**src/rtl/result_capture.sv**
```systemverilog
// Sink for the adder result stream: buffers {overflow, sum} beats in a small FIFO,
// drains them over valid/ready and keeps saturating drop / overflow statistics.
module result_capture #(
  parameter int unsigned WIDTH     = 32,
  parameter int unsigned DEPTH     = 4,
  parameter int unsigned CNT_WIDTH = 16
) (
  input  logic                       i_clk,
  input  logic                       i_rst_n,
  input  logic                       i_valid,
  input  logic [WIDTH-1:0]           i_sum,
  input  logic                       i_overflow,
  output logic                       o_valid,
  input  logic                       i_ready,
  output logic [WIDTH-1:0]           o_data,
  output logic                       o_data_ovf,
  output logic [$clog2(DEPTH):0]     o_level,
  output logic                       o_full,
  output logic                       o_empty,
  output logic [CNT_WIDTH-1:0]       o_drop_count,
  output logic [CNT_WIDTH-1:0]       o_ovf_count
);

  localparam int unsigned PtrW = $clog2(DEPTH);
  localparam int unsigned LvlW = PtrW + 1;

  typedef logic [PtrW-1:0]  ptr_t;
  typedef logic [LvlW-1:0]  lvl_t;
  typedef logic [WIDTH:0]   entry_t;
  typedef logic [CNT_WIDTH-1:0] cnt_t;

  entry_t mem_q [DEPTH];
  entry_t mem_d [DEPTH];
  ptr_t   wr_ptr_q, wr_ptr_d;
  ptr_t   rd_ptr_q, rd_ptr_d;
  lvl_t   level_q, level_d;
  cnt_t   drop_cnt_q, drop_cnt_d;
  cnt_t   ovf_cnt_q, ovf_cnt_d;

  logic full, empty, pop, push, drop;

  assign full  = (level_q == lvl_t'(DEPTH));
  assign empty = (level_q == '0);
  assign pop   = !empty && i_ready;
  // A full FIFO still takes a beat when the head leaves in the same cycle.
  assign push  = i_valid && (!full || pop);
  assign drop  = i_valid && full && !pop;

  always_comb begin
    mem_d      = mem_q;
    wr_ptr_d   = wr_ptr_q;
    rd_ptr_d   = rd_ptr_q;
    level_d    = level_q;
    drop_cnt_d = drop_cnt_q;
    ovf_cnt_d  = ovf_cnt_q;

    if (push) begin
      mem_d[wr_ptr_q] = {i_overflow, i_sum};
      wr_ptr_d        = wr_ptr_q + ptr_t'(1);
    end
    if (pop) begin
      rd_ptr_d = rd_ptr_q + ptr_t'(1);
    end

    unique case ({push, pop})
      2'b10:   level_d = level_q + lvl_t'(1);
      2'b01:   level_d = level_q - lvl_t'(1);
      default: level_d = level_q;
    endcase

    if (drop && (drop_cnt_q != '1)) begin
      drop_cnt_d = drop_cnt_q + cnt_t'(1);
    end
    if (push && i_overflow && (ovf_cnt_q != '1)) begin
      ovf_cnt_d = ovf_cnt_q + cnt_t'(1);
    end
  end

  // Storage is cleared too so the head outputs read 0 out of reset instead of X.
  always_ff @(posedge i_clk or negedge i_rst_n) begin
    if (!i_rst_n) begin
      for (int i = 0; i < int'(DEPTH); i++) begin
        mem_q[i] <= '0;
      end
      wr_ptr_q   <= '0;
      rd_ptr_q   <= '0;
      level_q    <= '0;
      drop_cnt_q <= '0;
      ovf_cnt_q  <= '0;
    end else begin
      mem_q      <= mem_d;
      wr_ptr_q   <= wr_ptr_d;
      rd_ptr_q   <= rd_ptr_d;
      level_q    <= level_d;
      drop_cnt_q <= drop_cnt_d;
      ovf_cnt_q  <= ovf_cnt_d;
    end
  end

  always_comb begin
    o_valid      = !empty;
    o_data       = mem_q[rd_ptr_q][WIDTH-1:0];
    o_data_ovf   = mem_q[rd_ptr_q][WIDTH];
    o_level      = level_q;
    o_full       = full;
    o_empty      = empty;
    o_drop_count = drop_cnt_q;
    o_ovf_count  = ovf_cnt_q;
  end

endmodule

```
**config.mk**
```make
export PLATFORM = sky130hd
export DESIGN_NAME = result_capture
export DESIGN_NICKNAME = d
export VERILOG_FILES = /design/src/rtl/result_capture.sv
export SDC_FILE = /design/constraint.sdc
export NUM_CORES = 1
export LEC_CHECK = 0
export CORE_ASPECT_RATIO = 1.25
export CORE_UTILIZATION = 60
export CTS_CLUSTER_SIZE = 14
export DETAILED_ROUTE_END_ITERATION = 12
export GPL_TIMING_DRIVEN = 0
export PLACE_DENSITY_LB_ADDON = 0.25
export SYNTH_ARGS = -nofsm -noshare
export SYNTH_HDL_FRONTEND = slang
export SYNTH_SLANG_ARGS = --single-unit
```
**constraint.sdc**
```tcl
create_clock -name i_clk -period 6.9 [get_ports i_clk]
set_clock_uncertainty 0.05 [all_clocks]
set_input_delay 1.38 -clock i_clk [delete_from_list [all_inputs] [get_ports i_clk]]
set_output_delay 1.38 -clock i_clk [all_outputs]
set_load 0.02 [all_outputs]
```
==> results.ini <==
[outcome]
status=completed

[critical_path]
regToRegEndpoint=o_level[2]$_DFFE_PN0P_
cp_max_fo=10
rrSetupSlack_ns=4.30
max_stage_delay_ns=0.58
critPathKind=flip-flop to primary output
worstPathCellList=clkbuf_1 -> buf_2 -> mux4_2 -> clkdlybuf4s50_1
cp.required_ns=5.47
worstSetupStartpointType=flip-flop
worst_path_max_delay_cell=mux4_2
r2r-start=o_level[0]$_DFFE_PN0P_
rr_worst_depth=10
critPathCaptureType=primary output
critPathTopFamily=buffers and inverters
worst-path-buf-inv=3
critPathArrivalTime_ns=2.78

[clock_network]
cts_setup_buffers=0
clk_pin_slew_ns=0.06
cts-root-buf=clkbuf_16
cts_tree=yes
hold_buffers=0
numCtsBuffers=17
worstSkewPairLatency_ns=0.43
htreeDepth=4
cts_max_path_buffers=2
cts_resized=0
clkSinkCount=171

[final_layout]
area_growth_pct=24.1
layout-drive-gt1-share_pct=35.8
n_antenna_cell=0
finalNetCount=673
final_cells=811

[floorplanning]
start_util_pct=62.1
std_cell_rows=47
fp.dieH_um=134
die_area_mm2=0.0144
coreArea_mm2=0.0134
die_w_um=107
ios=108

[drt]
post_drt_wl_per_cell_um=20.5
drc_errors=0
vias_per_cell=5.79
routed-via-count=4698
ant_nets=0
firstDrtPassIters=4
drt-initial-drc-count=173
wl_met2_um=8350
wl_um=16600
top_layer=met4
route.met3.wl_um=751
met1_length_um=7240

[synth]
synth_warnings=0
seq_area_frac_synth_pct=51.4
synth_nets=546
synth_edf_count=0
ys_seq_elements=171
synth.largest_area_cell=dfrtp_1
ys.flop_type=dfrtp_1
async_flop_share_pct=100
synth_area_leaders=dfrtp_1, mux2_4, mux4_2
syn_avg_cell_area_um2=16.6
syn_area_mm2=0.00833
synth_cell_types=35
synthCells=501
synthTopCellsByCount=dfrtp_1, mux2_4, mux4_2
synthMostInstantiatedCell=dfrtp_1
synth_top_area_share_pct=51.4

[timing]
setup_ws_ns=2.69
timing.final.crit_share_pct=61.1
worst_pin_slew_ns=0.704
slew_violations=0
relSlewSlack_pct=53.1
fmax_mhz=237
period_minus_slack_ns=4.21
setup-violations-final=0
rsz0062_at_grt=false
finalHoldViolCount=0

[placement]
port_buffers=107
gp_congestion=0.845
place_inst=780
place_hpwl_um=10800
place_ws_ns=2.94

[hold_path]
hold_path_depth=1
hold_start=o_ovf_count[8]$_DFFE_PN0P_
hold_path_end=o_ovf_count[8]$_DFFE_PN0P_
worstHoldPathType=flip-flop to flip-flop

[global_routing]
grt_start_max_net_pins=128
grt_pass1_vias=5137
gr-usage-all-layers_pct=25.5
antenna_found_initial=0
grt_pass1_wl_um=27600
grt_overflow_total=0

[power]
power.density_mw_per_mm2=518
ir_drop_mv=0.304
power_mw=5.35
power_leakage_nw=4.82

[job]
maxCapViolCount=0

[flip-flops by register name, summed over array words and instances, names as in the netlist]
register	count
rd_ptr_q	2
wr_ptr_q	2
o_level	3
o_ovf_count	16
o_drop_count	16
mem_q	132
[layout by cell type (no fill, tap or decap), types with 2 or more instances in the layout]
cell / n
inv_1: 7
xnor2_1: 3
nand2_1: 13
nor3_1: 12
or3_1: 2
buf_2: 3
nand4_1: 9
nor4_1: 10
nand2_8: 4
buf_12: 13
xor2_1: 31
bufinv_16: 7
nand3_1: 8
nor3b_1: 3
mux2_2: 16
or2_2: 3
mux2_4: 120
dfrtp_1: 171
nor2_1: 5
ha_1: 7
mux4_2: 33
clkdlybuf4s50_1: 106
clkbuf_16: 17
clkbuf_1: 9
o21ai_0: 3
nor4b_1: 6
[where the power goes]
part           internal [mW]  total (mW)  switching [mW]
combinational           1.50        2.49           0.988
sequential              1.45        1.75           0.291
clock                  0.724        1.12           0.393
total                   3.68        5.35            1.67
[area by class of cell]
class | instances | area (um2)
sequential | 171 | 4280
inverter | 7 | 26.3
clock inverter | 11 | 240
multi-input combinational | 300 | 3720
fill | 830 | 3070
clock buffer | 20 | 447
tap | 171 | 214
buffer | 23 | 302
timing repair buffer | 108 | 1100
[stage by stage]
stage,setup TNS (ns),hold WS [ns],utilization (%),instance area (um2)
6_report,0,0.453,77.1,10300
5_1_grt,0,0.461,77.1,10300
4_1_cts,0,0.453,77.1,10300
3_5_place_dp,0,0.437,72.0,9650
3_3_place_gp,-371.02,0.431,71.7,9620
2_1_floorplan,0,0.424,-,8330
[how the worst max path moves through the flow]
| stage | startpoint | end | depth (start not counted) |
|---|---|---|---|
| after CTS | rd_ptr_q[0]$_DFFE_PN0P_ | o_data[10] | 4 |
| after detailed placement | i_ready | o_level[2]$_DFFE_PN0P_ | 11 |
| after floorplan | i_ready | o_level[2]$_DFFE_PN0P_ | 10 |
| final | rd_ptr_q[0]$_DFFE_PN0P_ | o_data[10] | 4 |
| after global routing | rd_ptr_q[0]$_DFFE_PN0P_ | o_data[8] | 4 |
| after global placement | i_rst_n | mem_q[60]$_DFFE_PN0P_ | 1 |
[per-layer routing]
layer  vias up  global-route usage (%)
li1       2095                       -
met1      2477                    33.1
met2       105                    41.8
met3        21                    5.92
met4         0                    9.67
met5         -                       0
[cells by family after synthesis]
group                      Yosys count  synth area share, %
adders and majority gates            8                 1.29
muxes                              170                 32.8
and+or+nand+nor                     85                 6.82
DFF                                171                 51.4
buffers and inverters               30                 3.94
xor gates and xnor gates            34                 3.57
AOI/OAI and AO/OA                    3                0.180
Power figures use the tool's default switching activity.
